--- src/rtl/gpo_event_scheduler.sv ---
// gpo_event_scheduler
// Timestamped event FIFO feeding a GPO core. Events are written with a 64-bit
// due time and a 128-bit payload. While RUNNING, a free-running time counter
// advances once per cycle. The head event is issued when its time has arrived,
// the core is idle and no clear is in progress. The issue strobe and payload
// appear one cycle after the issuing edge.
// Events are issued strictly in write order. A head that is not yet due
// blocks every entry behind it.
module gpo_event_scheduler #(
  parameter int DEPTH          = 16,
  parameter int CHANNEL_LENGTH = 12
) (
  input  logic                   CLK100MHZ,
  input  logic                   reset,
  input  logic                   start,
  input  logic                   stop,
  input  logic                   clear,
  input  logic                   wr_en,
  input  logic [63:0]            wr_time,
  input  logic [127:0]           wr_data,
  input  logic                   busy,
  output logic                   counter_matched,
  output logic [127:0]           gpo_data,
  output logic [63:0]            time_now,
  output logic                   running,
  output logic [$clog2(DEPTH):0] fifo_level,
  output logic                   fifo_full,
  output logic                   fifo_empty,
  output logic                   overflow_err,
  output logic                   late_err
);

  localparam int TIME_W = 64;
  localparam int DATA_W = 128;
  localparam int PTR_W  = $clog2(DEPTH);
  localparam int LVL_W  = PTR_W + 1;

  localparam logic [0:0] ST_STOPPED = 1'b0;
  localparam logic [0:0] ST_RUNNING = 1'b1;

  // Reject unsupported FIFO geometries at elaboration time.
  if (DEPTH < 4 || DEPTH > 256 || (DEPTH & (DEPTH - 1)) != 0 || CHANNEL_LENGTH < 1) begin : g_bad_params
    $error("gpo_event_scheduler: DEPTH must be a power of 2 in 4..256");
  end

  logic              rst_meta_p0;
  logic              rst_sync_p1;
  logic              rst_n_int;

  logic [0:0]        state;
  logic [PTR_W-1:0]  head_ptr;
  logic [PTR_W-1:0]  tail_ptr;
  logic [TIME_W-1:0] time_mem [DEPTH];
  logic [DATA_W-1:0] data_mem [DEPTH];

  logic [TIME_W-1:0] head_time;
  logic              head_due;
  logic              issue;
  logic              push;
  logic              drop;

  logic              vld_p1;
  logic [DATA_W-1:0] gpo_data_p1;

  // Reset synchroniser: asserts immediately, releases two clock edges later.
  always_ff @(posedge CLK100MHZ or negedge reset) begin
    if (!reset) begin
      rst_meta_p0 <= 1'b0;
      rst_sync_p1 <= 1'b0;
    end else begin
      rst_meta_p0 <= 1'b1;
      rst_sync_p1 <= rst_meta_p0;
    end
  end

  assign rst_n_int = rst_sync_p1;

  // Status views of the FIFO level and the run state.
  assign fifo_full  = (fifo_level == LVL_W'(DEPTH));
  assign fifo_empty = (fifo_level == '0);
  assign running    = (state == ST_RUNNING);

  // The head is due once its time is at or before the counter (unsigned).
  // A full FIFO still accepts a write in the cycle its head is popped.
  assign head_time = time_mem[head_ptr];
  assign head_due  = (head_time <= time_now);
  assign issue     = running && !fifo_empty && head_due && !busy && !clear;
  assign push      = wr_en && !clear && (!fifo_full || issue);
  assign drop      = wr_en && !clear && fifo_full && !issue;

  // Run state: stop has priority over start. Clear leaves the state alone.
  always_ff @(posedge CLK100MHZ or negedge rst_n_int) begin
    if (!rst_n_int) begin
      state <= ST_STOPPED;
    end else if (stop) begin
      state <= ST_STOPPED;
    end else if (start) begin
      state <= ST_RUNNING;
    end
  end

  // Time counter: advances while running and wraps silently.
  always_ff @(posedge CLK100MHZ or negedge rst_n_int) begin
    if (!rst_n_int) begin
      time_now <= '0;
    end else if (clear) begin
      time_now <= '0;
    end else if (running) begin
      time_now <= time_now + 64'd1;
    end
  end

  // Event storage. It is not reset; only the pointers and the level define
  // which entries are valid.
  always_ff @(posedge CLK100MHZ) begin
    if (push) begin
      time_mem[tail_ptr] <= wr_time;
      data_mem[tail_ptr] <= wr_data;
    end
  end

  // FIFO pointers and level. A push and a pop in the same cycle leave the level unchanged.
  always_ff @(posedge CLK100MHZ or negedge rst_n_int) begin
    if (!rst_n_int) begin
      head_ptr   <= '0;
      tail_ptr   <= '0;
      fifo_level <= '0;
    end else if (clear) begin
      head_ptr   <= '0;
      tail_ptr   <= '0;
      fifo_level <= '0;
    end else begin
      if (push) begin
        tail_ptr <= tail_ptr + PTR_W'(1);
      end
      if (issue) begin
        head_ptr <= head_ptr + PTR_W'(1);
      end
      case ({push, issue})
        2'b10:   fifo_level <= fifo_level + LVL_W'(1);
        2'b01:   fifo_level <= fifo_level - LVL_W'(1);
        default: fifo_level <= fifo_level;
      endcase
    end
  end

  // Sticky error flags. Overflow marks a dropped write. Late marks an event
  // issued after its own time had already passed.
  always_ff @(posedge CLK100MHZ or negedge rst_n_int) begin
    if (!rst_n_int) begin
      overflow_err <= 1'b0;
      late_err     <= 1'b0;
    end else if (clear) begin
      overflow_err <= 1'b0;
      late_err     <= 1'b0;
    end else begin
      if (drop) begin
        overflow_err <= 1'b1;
      end
      if (issue && (head_time < time_now)) begin
        late_err <= 1'b1;
      end
    end
  end

  // ---- issue stage -> output stage (p1) ----
  // The one-cycle strobe and its payload. The payload holds between issues.
  always_ff @(posedge CLK100MHZ or negedge rst_n_int) begin
    if (!rst_n_int) begin
      vld_p1      <= 1'b0;
      gpo_data_p1 <= '0;
    end else begin
      vld_p1 <= issue;
      if (issue) begin
        gpo_data_p1 <= data_mem[head_ptr];
      end
    end
  end

  assign counter_matched = vld_p1;
  assign gpo_data        = gpo_data_p1;

endmodule

--- config.mk ---
export PLATFORM = sky130hd
export DESIGN_NAME = gpo_event_scheduler
export DESIGN_NICKNAME = d
export VERILOG_FILES = /design/src/rtl/gpo_event_scheduler.sv
export SDC_FILE = /design/constraint.sdc
export NUM_CORES = 2
export LEC_CHECK = 0
export ABC_AREA = 1
export CORE_MARGIN = 5
export CORE_UTILIZATION = 45
export CTS_CLUSTER_DIAMETER = 40
export DETAILED_ROUTE_END_ITERATION = 10
export PLACE_DENSITY = 0.58
export SLEW_MARGIN = 5
export SYNTH_ARGS = -nofsm -noshare
export SYNTH_HDL_FRONTEND = slang
export SYNTH_SLANG_ARGS = --single-unit
export TNS_END_PERCENT = 1
--- constraint.sdc ---
create_clock -name CLK100MHZ -period 7.8 [get_ports CLK100MHZ]
set_input_delay 2.34 -clock CLK100MHZ [delete_from_list [all_inputs] [get_ports CLK100MHZ]]
set_output_delay 2.34 -clock CLK100MHZ [all_outputs]
set_load 0.01 [all_outputs]
==> key figures <==
Setup path
  – Worst path max stage delay: 0.95 ns
  – Max FO, Critical Path: 136
  – WP data arrival: 7.53 ns
  – Crit path capture type: register
  – Setup CP Type: register to register
  – Critical Path Start Type: register
  – Crit path required time: 8.37 ns
  – Slowest-stage cell, CP: nor2_4
  – WP buf/inv: 4
  – CP most frequent cell: nand2_1
  – Delay-heaviest family, CP: simple AND/OR/NAND/NOR gates
  – CP Cell Sequence: inv_8 > buf_4 > o21ai_0 > o22ai_1 > o21ai_0 > o22ai_1 > ha_1 > nand2_1 > nor2_1 > nand4_1 > nor3b_2 > nand3_1 > nand2_2 > nand2_2 > nand2_1 > nand2_1 > inv_2 > nand2_1 > nor2_4 > buf_12

Final layout
  – Final net count: 9874
  – Share of cells above drive strength 1: 9.71%
  – Area occupied by multi-input gates: 27300 um2
  – Non-Filler Cell Area, Final: 152000 um2
  – Highest-count cells in the layout ignoring fill and taps: edfxtp_1 (3072), nor2_1 (1646), o21ai_0 (1558), clkbuf_16 (456), o221ai_1 (455)
  – Synthesis-to-finish area growth: 18.7%
  – Commonest non-fill, non-tap cell in the layout: edfxtp_1
  – Register Area: 97500 um2
  – FILL cells: 22800

Route
  – Detailed Route Iter0 Violations: 8840
  – Final ANT Viol Nets: 0
  – Final wirelength: 382 mm
  – DR DRC count: 0
  – Via density: 6.03
  – Via count: 83000
  – First-pass DRT Iterations: 5
  – DR WL/cell: 27.7 um

Pwr
  – Combinational Power Share: 5.8%
  – Max VDD drop: 0.268 mV
  – Sw frac: 22.8%
  – Switching Power: 10.0 mW
  – Pwr Density: 290 nW/um2
  – Clock power share: 48.4%
  – Sequential share of power: 45.8%
  – Leakage: 49.6 nW
  – Cell internal pwr: 34.1 mW

Place
  – Placement-stage cell area: 136000 um2
  – Routability Congestion: 0.875
  – Pre-CTS setup slack: 1.10 ns
  – DP HPWL: 205 mm
  – I/O Buffers: 401

GRT
  – Global-route wire length before repair: 558 mm
  – Initial antenna violation count: 36
  – Vias in the first global route: 81200
  – GRT Total Usage: 25.1%
  – GRT overflow: 0
  – Largest net degree at the start of global routing: 212

CTS
  – CTS root buf: clkbuf_16
  – CTS Buffer Depth: 4
  – Worst skew pair latency: 0.97 ns
  – Post-CTS Setup Inserts: 0
  – Clock sinks: 3283
  – PostCTS Resize Cnt: 0
  – Num CTS Buffers: 453
  – Clock-pin slew on the worst setup and hold paths: 0.06 ns
  – CTS tree: done
  – Htree depth: 5
  – Hold Buf Count CTS: 0

Synth
  – Yosys Warn Count: 0
  – Async SR Flop Fraction: 6.43%
  – Ys flop type: edfxtp_1
  – Register area share after synthesis: 76.1%
  – Post-synth net total: 9553
  – Cell variety after synth: 53
  – Yosys top cell area share: 72.0%
  – Dominant cell type by area after synthesis: edfxtp_1
  – Netlist Area Pre-Place: 128000 um2
  – Main area contributors after synthesis: edfxtp_1 (72%), o21ai_0 (6.1%), nor2_1 (4.9%), dfrtp_1 (4.1%), o221ai_1 (3.1%)
  – #FFs+latches synth: 3283
  – Cells after Synth: 9280
  – Syn_area_per_cell: 13.8 um2
  – EDFF count, synth: 3072

Floorplanning
  – Core ar.: 283000 um2
  – Row count: 195
  – Chip Height: 544 um
  – Initial Util: 45.3%
  – Die Wd: 544 um
  – Die area: 295000 um2
  – I/O pin count: 402

Hold path
  – Worst hold path class: register to register

STA
  – Max Clock Skew: 0.0871 ns
  – Unrepaired setup endpoints after global routing: false
  – Slew @ Worst Pin: 1.17 ns
  – Final slew viol count: 0
  – Worst setup margin: 0.834 ns
  – Max Clk Rate: 144 MHz
  – Fin. Hold Viols: 0
  – Slew HR: 21.5%
  – Minimum clock period: 6.97 ns
  – Hold_ws: 0.346 ns
  – Final setup fails: 0
  – Period utilisation layout: 89.3%

Job
  – # Max-Cap Violations: 0

Run status
  – Outcome: finished, final reports clean
-- routing by layer --
metal	up-vias	routed length, um	track usage, %
met3	641	27300	3.49
met1	42400	159000	35.2
met4	8	12200	8.41
met2	3659	184000	40.9
met5	-	57	0
li1	36200	-	-
-- synth_stat cells, drive strengths merged, types with 2 or more instances --
master and number:
nand3 193, xor2 4, o32ai 4, o22ai 306, mux2i 8, ha 73
o211ai 159, nor2 1677, a211oi 3, inv 124, nand4 20, nor4 7
or3 2, a21oi 162, nor3 39, o221ai 455, a31oi 130, o21a 6
o21ai 1575, dfrtp 211, clkbuf 465, a32o 26, buf 207, nand2 341
edfxtp 3072
-- power by group through the flow --
stage	combinational [mW]	sequential, mW	clock, mW
2_1_floorplan	0.867	20.5	0
3_3_place_gp	2.56	20.6	0
3_5_place_dp	2.58	20.6	0
4_1_cts	2.60	20.2	21.6
5_1_grt	2.77	20.2	22.4
6_report	2.56	20.2	21.3
-- worst register-to-register path, stage by stage, from the launching register on --
cell and delay [ns]:
dfrtp_4 0.68, inv_8 0.73, buf_4 0.50, o21ai_0 0.14
o22ai_1 0.18, o21ai_0 0.18, o22ai_1 0.56, ha_1 0.23
nand2_1 0.08, nor2_1 0.19, nand4_1 0.25, nor3b_2 0.35
nand3_1 0.14, nand2_2 0.14, nand2_2 0.13, nand2_1 0.11
nand2_1 0.17, inv_2 0.18, nand2_1 0.24, nor2_4 0.95
buf_12 0.40
-- metrics by stage --
stage | power (mW) | setup TNS (ns) | instances | utilization, %
finish | 44.1 | 0 | 13800 | 53.8
global route | 45.4 | 0 | 13800 | 53.8
CTS | 44.4 | 0 | 13700 | 53.8
detailed placement | 23.1 | 0 | 12900 | 48.1
global placement | 23.1 | 0 | 12900 | 48.1
floorplan | 21.4 | -3309.63 | 9280 | -
-- flip-flops by register name, summed over array words and instances (netlist names) --
signal	flops
counter_matched	1
data_mem	2048
fifo_level	5
gpo_data	128
head_ptr	4
late_err	1
overflow_err	1
rst_meta_p0	1
rst_n_int	1
running	1
tail_ptr	4
time_mem	1024
time_now	64
-- logic make-up (layout without fill, tap and decap cells) --
| family | after synthesis | count (layout) | share of synthesized area, % |
|---|---|---|---|
| buffers and inverters | 797 | 1520 | 2.62 |
| other | 1 | 22 | 0.00293 |
| muxes | 8 | 8 | 0.0625 |
| AOI/OAI and AO/OA | 2832 | 2832 | 13.3 |
| DFF | 3283 | 3283 | 76.1 |
| adders and majority gates | 74 | 74 | 0.729 |
| and+or+nand+nor | 2280 | 2280 | 7.14 |
| xor gates and xnor gates | 5 | 5 | 0.0342 |
-- area by class of cell --
cell class,instances,area share [%]
clock buffer,524,7.76
multi-input combinational,5200,18.0
tap,3743,3.08
timing repair buffer,538,3.89
inverter,125,0.333
sequential,3283,64.2
antenna,21,0.0346
clock inverter,333,2.77
-- final timing paths --
| path | end | slack, ns | cells after the start | from |
|---|---|---|---|---|
| max in group asynchronous | gpo_data[97] | 5.40 | 2 | rst_n_int |
| min in group asynchronous | gpo_data[64] | 0.36 | 0 | rst_n_int |
| setup / recovery | data_mem[7][83] | 0.83 | 20 | head_ptr[1] |
| hold / removal | rst_n_int | 0.35 | 0 | rst_meta_p0 |
| hold reg to reg | rst_n_int | 0.35 | 0 | rst_meta_p0 |
| setup reg to reg | data_mem[7][83] | 0.83 | 20 | head_ptr[1] |
No activity file was read; power rests on OpenSTA's default activity.
